<file path="config.mk">
export PLATFORM = sky130hd
export DESIGN_NAME = pbtn_debounce_n
export DESIGN_NICKNAME = d
export VERILOG_FILES = /design/src/rtl/pbtn_debounce_n.sv
export SDC_FILE = /design/constraint.sdc
export NUM_CORES = 1
export LEC_CHECK = 0
export ABC_AREA = 1
export BUFFER_PORTS_ARGS = -buffer_cell sky130_fd_sc_hd__buf_2
export CORE_MARGIN = 2
export CORE_UTILIZATION = 55
export CTS_BUF_LIST = sky130_fd_sc_hd__clkbuf_4 sky130_fd_sc_hd__clkbuf_8
export DETAILED_ROUTE_END_ITERATION = 8
export PLACE_DENSITY = 0.8
export SKIP_CTS_REPAIR_TIMING = 1
export SYNTH_ARGS = -nofsm -noshare
export SYNTH_HDL_FRONTEND = slang
export SYNTH_SLANG_ARGS = --single-unit
</file>
<file path="constraint.sdc">
create_clock -name clk -period 1.8 [get_ports clk]
set_input_delay 0.09 -clock clk [delete_from_list [all_inputs] [get_ports clk]]
set_output_delay 0.09 -clock clk [all_outputs]
set_load 0.02 [all_outputs]
</file>
<file path="src/rtl/pbtn_debounce_n.sv">
`default_nettype none
// ============================================================================
// Module   : pbtn_debounce_n
// Purpose  : N-channel pushbutton conditioner: 2-flop sync, optional inversion,
//            tick-based debounce, press/release strobes, optional auto-repeat
//            (auto-repeat built only when PBTN_AUTOREPEAT_EN is defined).
// Revision : 1.0 - initial release
// ============================================================================
module pbtn_debounce_n #(
    parameter int                  NUM_BTNS        = 6,
    parameter int                  CLK_FREQ_HZ     = 100_000_000,
    parameter int                  SIMULATE        = 0,
    parameter int                  DEBOUNCE_MS     = 5,
    parameter int                  REPEAT_DELAY_MS = 500,
    parameter int                  REPEAT_RATE_MS  = 100,
    parameter logic [NUM_BTNS-1:0] ACTIVE_LOW_MASK = '0
) (
    input  logic                clk,
    input  logic                reset,
    input  logic [NUM_BTNS-1:0] pbtn_in,
    output logic [NUM_BTNS-1:0] pbtn_db,
    output logic [NUM_BTNS-1:0] pbtn_rise,
    output logic [NUM_BTNS-1:0] pbtn_fall,
    output logic [NUM_BTNS-1:0] pbtn_rpt,
    output logic                any_event
);

    localparam int            P       = (SIMULATE != 0) ? 4 : CLK_FREQ_HZ / 1000;
    localparam int            PW      = (P > 1) ? $clog2(P) : 1;
    localparam int            DW      = (DEBOUNCE_MS > 1) ? $clog2(DEBOUNCE_MS) : 1;
    localparam logic [PW-1:0] P_LAST  = PW'(P - 1);
    localparam logic [DW-1:0] DB_LAST = DW'(DEBOUNCE_MS - 1);

`ifdef PBTN_AUTOREPEAT_EN
    localparam int            RMAX       = (REPEAT_DELAY_MS > REPEAT_RATE_MS) ? REPEAT_DELAY_MS : REPEAT_RATE_MS;
    localparam int            RW         = (RMAX > 1) ? $clog2(RMAX) : 1;
    localparam logic [RW-1:0] DELAY_LAST = RW'(REPEAT_DELAY_MS - 1);
    localparam logic [RW-1:0] RATE_LAST  = RW'(REPEAT_RATE_MS - 1);

    typedef enum logic [1:0] {
        RPT_IDLE  = 2'd0,
        RPT_DELAY = 2'd1,
        RPT_RATE  = 2'd2
    } rpt_state_t;
`endif

    // Empty block whose name surfaces in elaboration output for bad parameters
    if (NUM_BTNS < 1 || NUM_BTNS > 32 || DEBOUNCE_MS < 1 ||
        REPEAT_DELAY_MS < 1 || REPEAT_RATE_MS < 1) begin : g_param_range_violation
    end

    logic [NUM_BTNS-1:0] sync_q1;
    logic [NUM_BTNS-1:0] sync_q2;
    logic [NUM_BTNS-1:0] s;
    logic [PW-1:0]       pcnt;
    logic                tick;

    // Sync flops reset to the released pin level so reset release is silent
    always_ff @(posedge clk or negedge reset) begin
        if (!reset) begin
            sync_q1 <= ACTIVE_LOW_MASK;
            sync_q2 <= ACTIVE_LOW_MASK;
        end else begin
            sync_q1 <= pbtn_in;
            sync_q2 <= sync_q1;
        end
    end

    assign s    = sync_q2 ^ ACTIVE_LOW_MASK;
    assign tick = (pcnt == P_LAST);

    always_ff @(posedge clk or negedge reset) begin
        if (!reset)
            pcnt <= '0;
        else
            pcnt <= tick ? '0 : pcnt + PW'(1);
    end

    for (genvar i = 0; i < NUM_BTNS; i++) begin : g_chan
        logic [DW-1:0] cnt;
        logic          db_q;
        logic          rise_q;
        logic          fall_q;
        logic          flip;

        assign flip = tick && (s[i] != db_q) && (cnt == DB_LAST);

        always_ff @(posedge clk or negedge reset) begin
            if (!reset) begin
                cnt    <= '0;
                db_q   <= 1'b0;
                rise_q <= 1'b0;
                fall_q <= 1'b0;
            end else begin
                rise_q <= flip & s[i];
                fall_q <= flip & ~s[i];
                if (s[i] == db_q) begin
                    cnt <= '0;
                end else if (tick) begin
                    if (cnt == DB_LAST) begin
                        db_q <= s[i];
                        cnt  <= '0;
                    end else begin
                        cnt <= cnt + DW'(1);
                    end
                end
            end
        end

        assign pbtn_db[i]   = db_q;
        assign pbtn_rise[i] = rise_q;
        assign pbtn_fall[i] = fall_q;

`ifdef PBTN_AUTOREPEAT_EN
        rpt_state_t    state;
        rpt_state_t    state_n;
        logic [RW-1:0] rcnt;
        logic [RW-1:0] rcnt_n;
        logic          rpt_q;
        logic          rpt_n;

        always_ff @(posedge clk or negedge reset) begin
            if (!reset) begin
                state <= RPT_IDLE;
                rcnt  <= '0;
                rpt_q <= 1'b0;
            end else begin
                state <= state_n;
                rcnt  <= rcnt_n;
                rpt_q <= rpt_n;
            end
        end

        // A release wins over a due repeat in the same cycle
        always_comb begin
            state_n = state;
            rcnt_n  = rcnt;
            rpt_n   = 1'b0;
            if (flip && !s[i]) begin
                state_n = RPT_IDLE;
                rcnt_n  = '0;
            end else begin
                case (state)
                    RPT_IDLE: begin
                        if (flip) begin
                            state_n = RPT_DELAY;
                            rcnt_n  = '0;
                        end
                    end
                    RPT_DELAY, RPT_RATE: begin
                        if (tick) begin
                            if (rcnt == ((state == RPT_DELAY) ? DELAY_LAST : RATE_LAST)) begin
                                rpt_n   = 1'b1;
                                rcnt_n  = '0;
                                state_n = RPT_RATE;
                            end else begin
                                rcnt_n = rcnt + RW'(1);
                            end
                        end
                    end
                    default: begin
                        state_n = RPT_IDLE;
                        rcnt_n  = '0;
                    end
                endcase
            end
        end

        assign pbtn_rpt[i] = rpt_q;
`else
        assign pbtn_rpt[i] = 1'b0;
`endif
    end

    assign any_event = |{pbtn_rise, pbtn_fall, pbtn_rpt};

endmodule
`default_nettype wire

</file>
**Word-level counts from Yosys, hierarchy flattened**

Index checks and enable logic that the tools add are counted.

- Input bits: 8
- Word-level logic and storage cells: 121
- Flip-flop bits (word level): 65
- Output and inout port bits: 25

- $add $sub $neg: 7
- Reductions and logical operators: 25
- Equal/unequal tests: 19
- Multiplexer cells: 19
- Bitwise logic cells: 24

Operators with widths:

| kind | number |
|---|---|
| $mux 3 | 18 |
| $add 3x1->3 const B | 6 |
| $eq 3x3->1 const B | 6 |
| $reduce_and 3->1 | 6 |
| $add 17x1->17 const B | 1 |
| $eq 17x17->1 const B | 1 |
| $mux 17 | 1 |
| $and 1x1->1 | 12 |
| $logic_and 1x1->1 | 12 |
| $not 1->1 | 12 |
| $reduce_bool 2->1 | 6 |
| $reduce_or 12->1 | 1 |
| $eq 1x1->1 | 6 |
| $ne 1x1->1 | 6 |

**Logic depth before layout (Yosys ltp)**

- Depth after elaboration: 4
- Depth in mapped cells: 9
- Depth with buffers taken out: 9

**Worst setup path before layout**

OpenSTA, ideal clock, no wires.

- Path kind: register to register
- From: register pcnt[0]
- To: register g_chan[0].cnt[2]
- Required time: 1.681 ns
- Path buffers: 1
- Period minus slack after synthesis: 1.436 ns
- Arrival time: 1.317 ns
- Slack: 0.364 ns
- Setup time: 0.119 ns
- Stages on the path, launching flop included: 10
- Cell sequence: dfrtp_1 -> ha_1 -> nand2_1 -> nor2_2 -> nand3_1 -> nor2_1 -> nand2_1 -> buf_2 -> nand3_1 -> nand2_1

- Longest elaborated chain between the ends: 2

RTL lines:

| item | line | text |
|---|---|---|
| start: declaration | 55 | `logic [PW-1:0] pcnt;` |
| start signal: assignment | 76 | `pcnt <= tick ? '0 : pcnt + PW'(1);` |
| $eq 17x17->1 | 70 | `assign tick = (pcnt == P_LAST);` |
| $reduce_bool 2->1 (no line) | n/a |  |
| end signal: assignment | 104 | `cnt <= cnt + DW'(1);` |
| end: declaration | 80 | `logic [DW-1:0] cnt;` |

Every way passes these cells.
A chain may end at the register's enable or synchronous reset.

**Worst setup path after layout**

- From: register pcnt[0]
- To: register g_chan[0].db_q

- Longest elaborated chain between the ends: 2

RTL lines:

| item | line | text |
|---|---|---|
| $eq 17x17->1 | 70 |  |
| $reduce_and 3->1 (no line) | n/a |  |
| end signal: assignment | 101 | `db_q <= s[i];` |
| end: declaration | 81 | `logic db_q;` |

Every way passes these cells.

==> summary by stage <==
Run status
The flow ran to the end, and the final reports show no timing, DRC or antenna violations.

Floorplan
During I/O placement, the number of pins put on the boundary was 33. The region available for standard cell placement spans 5890 um2. From left edge to right edge, the die measures 81.7 um.

The initial utilization of the core area, before any placement, comes to a little under three fifths. The row count is 28. The floorplan step defined a die boundary enclosing about 6700 um2. From bottom edge to top edge, the die measures roughly 82 um.

GRT
The met2 capacity usage during global routing is between 30% and 40%. After global routing, the most crowded layer is met2. The met1 usage in global routing is between 20 and 30%. The first global-routing pass estimated approximately 11 mm of wire. The met3 global-route usage is 5.82%. The total overflow left after global routing is 0. The number of antenna violations at the first check in global routing was 0. The pin count of the biggest net entering global routing is 66.

The global-route usage over all layers is about 22%. The number of global-route vias before repair is around 2400.

Route
In the routed layout, each cell is associated on average with a via count of 5.23. After detailed routing, the average wire length per cell comes to between 10 and 15 um. For this block, the via count after detailed routing is approximately 2600. The total DRC errors in the routed layout is 0.

The number of design-rule violations left by the first detailed-router iteration is ~220. Before antenna repair, the detailed router went through 5 iterations. The total routed wirelength is 6.47 mm. Once detail routing completed, the nets flagged for antenna violations numbered 0.

Synthesis
Yosys printed 0 warnings. After synthesis the cells add up to 3320 um2. The number of distinct standard cells referenced by the synthesized netlist is 23. After synthesis, flip-flops and latches occupy 49.0% of the total area. By instance count, the leading cell after synthesis is nand2_1. Counting flops with an async set or reset pin after synthesis yields a share of between 90% and 100%. The adder-cell share of the synthesized area is 4.90%. The synthesized design spends more area on one cell type than any other, namely dfrtp_1.

Yosys attributes the largest share of cell area to dfrtp_1 (49%), nand2_1 (7.7%), nand3_1 (6.3%). Synthesis produced 380 cells. The multiplexer fraction of the synthesized cell area is 0%. After synthesis, the largest family of logic cells by area is simple AND/OR/NAND/NOR gates. Yosys mapped a number of flops with a built-in enable equal to 0. The number of synthesized register bits is 65. The synthesized netlist devotes less than 1% of its cell area to compound gates. Of the post-synthesis cell area, the dominant cell type holds 49.0%. The simple-gate area share of the yosys netlist is between 20% and 30%. The average size of a mapped cell is 8.73 um2.

For this run, the leading register cell type out of synthesis is dfrtp_1. The XOR/XNOR share of the synthesized area is roughly 5.3%. After synthesis, the most frequently instantiated cells are nand2_1 (68), dfrtp_1 (65), inv_1 (46).

Run
Across the run, the number of max-cap violations was 0.

Timing
The post-route clock period utilization is 90.6%. Headroom to the max-slew limit came out at around 58%. The final-layout setup total negative slack is 0 ns. Derived from the worst setup path, the maximum achievable clock frequency is between 600 and 700 MHz.

The clock arrives with about 0.012 ns of skew. The number of max-slew violations in the final report came to 0. The actual transition at the worst max-transition pin is 0.623 ns.

Across all setup checks in the final design, the least slack found is 0.170 ns. Setup violations remaining at the end of the flow were counted as 0. The final count of hold timing violations is 0. The post-route minimum period is approximately 1.6 ns.

Setup repair after global routing left no endpoint under its margin.

Final layout
In the final layout, the share of cells above drive strength 1 is roughly 16%. The layout overhead on the synthesized area is 12.6%. After routing the design area is 3730 um2. The count of inserted antenna diode cells is 0. In the final design database the tool counted 434 nets.

The utilization after layout is 63.5%.

Clock network
The clock tree buffer depth is 2. The buffer type at the clock tree root is clkbuf_8. The later pin in the worst-skew pair is clocked with a latency of between 0.3 and 0.4 ns. The H-tree generated during clock tree synthesis spans 3 levels. The clock tree from TritonCTS is built.

TritonCTS created 9 clock buffers. After clock tree synthesis, the clock-pin slew on the worst setup and hold paths is 0.07 ns. The tree built by TritonCTS fans out to 65 sinks.

Power and ir drop
In this run the power spent charging and discharging nets is between 0.6 and 0.7 mW. The part of the power in the clock network is about 44%. Sequential cells account for between 50% and 60% of the total power. Cell internal power was estimated by the tool at between 2 and 2.5 mW. Combinational cells account for 3.1% of the total power. The power density over the cells is approximately 760 nW/um2. In this run switching power makes up between 20% and 30% of total power.

The static power due to leakage is about 2.0 nW. The worst vdd rail ir drop is ~0.6 mV.

Placement
Summing all placed instances gives a cell area of 3460 um2. Detailed placement ended at an HPWL of around 4.5 mm. The final estimated routing congestion in global placement is roughly 0.91. Timing analysis after detailed placement gives a worst setup slack of ~0.20 ns. The total of buffers placed on input and output ports is 26.

Worst setup path
STA classifies the critical path endpoint as a register. The worst endpoint required time is slightly above 2 ns. The worst setup path is launched from a register. The cell with the largest stage delay on the worst path is dfrtp_1.

The critical path goes through ha_1 -> nand2_1 -> nor2_2 -> nand3_1 -> nor2_1 -> buf_4 -> nand4_1 -> nand2_1 -> nand2_1. The number of buffers and inverters on the critical path is 1. The critical path is of the reg2reg type.

In this design, the stage delay of the slowest critical-path cell is 0.39 ns. Of all nets on the critical path, the largest fanout is 6. The cell type group with the largest total delay on the critical path is simple AND/OR/NAND/NOR gates. At the worst endpoint, the arrival time is roughly 1.9 ns. The cell that appears most often on the critical path is nand2_1.

Min path
The worst hold path belongs to the class in2async.
==> worst reg2reg max path, stage by stage, from the launching register on <==
cell and delay, ns:
dfrtp_1 0.39, ha_1 0.24, nand2_1 0.09, nor2_2 0.16, nand3_1 0.10, nor2_1 0.12, buf_4 0.16, nand4_1 0.10
nand2_1 0.11, nand2_1 0.05
==> final cells by class <==
type / count / area (um2)
Fill cell: 487 / 2150
Timing Repair Buffer: 45 / 315
Clock inverter: 7 / 77.6
Inverter: 49 / 184
Multi-Input combinational cell: 243 / 1310
Clock buffer: 9 / 124
Sequential cell: 65 / 1630
Tap cell: 75 / 93.8
==> logic make-up after synthesis <==
kind of cell / after synthesis
fa+ha+maj: 13
buf+inv: 77
flops: 65
simple gates: 199
xor+xnor: 20
other cells: 1
compound gates: 5
==> cells in the final DEF, fill, tap and decap left out, drive strengths merged <==
master / count
xor2: 20
clkinvlp: 1
or2: 1
a21oi: 2
o21ai: 3
nand3: 43
clkinv: 2
nand2: 69
bufinv: 1
nor4: 4
conb: 6
clkbuf: 9
nor2: 46
dfrtp: 65
inv: 52
nor3: 8
dlygate4sd3: 7
ha: 13
buf: 38
nand4: 28
==> power groups by stage <==
stage / Sequential (mW) / Clock [mW] / Combinational, mW
after floorplan: 1.51 / 0 / 0.0376
after global placement: 1.51 / 0 / 0.0761
after detailed placement: 1.51 / 0 / 0.0784
after CTS: 1.48 / 1.28 / 0.0789
after global routing: 1.49 / 1.36 / 0.101
final: 1.48 / 1.25 / 0.0880
==> sequential cells by signal (all words and copies together), names as in the netlist <==
signal / cells
g_chan.cnt: 18
pcnt: 17
g_chan.db_q: 6
g_chan.fall_q: 6
g_chan.rise_q: 6
s: 6
sync_q1: 6
==> through the flow <==
step,hold slack [ns],power (mW),std cells
2_1_floorplan,-0.206,1.55,385
3_3_place_gp,0.125,1.59,470
3_5_place_dp,0.131,1.59,470
4_1_cts,-0.245,2.84,486
5_1_grt,0.321,2.95,493
6_report,0.265,2.82,493
==> routing by layer <==
metal,share of wire [%],vias to the layer above
met5,0,-
met4,3.0,0
met3,4.8,20
met2,47,89
met1,45,1207
li1,-,1264
==> path summary, 6_finish.rpt <==
check	startpoint	depth (start not counted)	slack (ns)	endpoint
min in group clk	sync_q1[1]$_DFF_PN0_	0	0.35	s[1]$_DFF_PN0_
max	pcnt[0]$_DFF_PN0_	9	0.17	g_chan[0].db_q$_DFFE_PN0P_
max reg2reg	pcnt[0]$_DFF_PN0_	9	0.17	g_chan[0].db_q$_DFFE_PN0P_
min	reset	3	0.27	pcnt[11]$_DFF_PN0_
min reg2reg	sync_q1[1]$_DFF_PN0_	0	0.35	s[1]$_DFF_PN0_
max in group asynchronous	reset	3	1.25	g_chan[2].cnt[1]$_DFFE_PN0P_
Power figures use the tool's default switching activity.
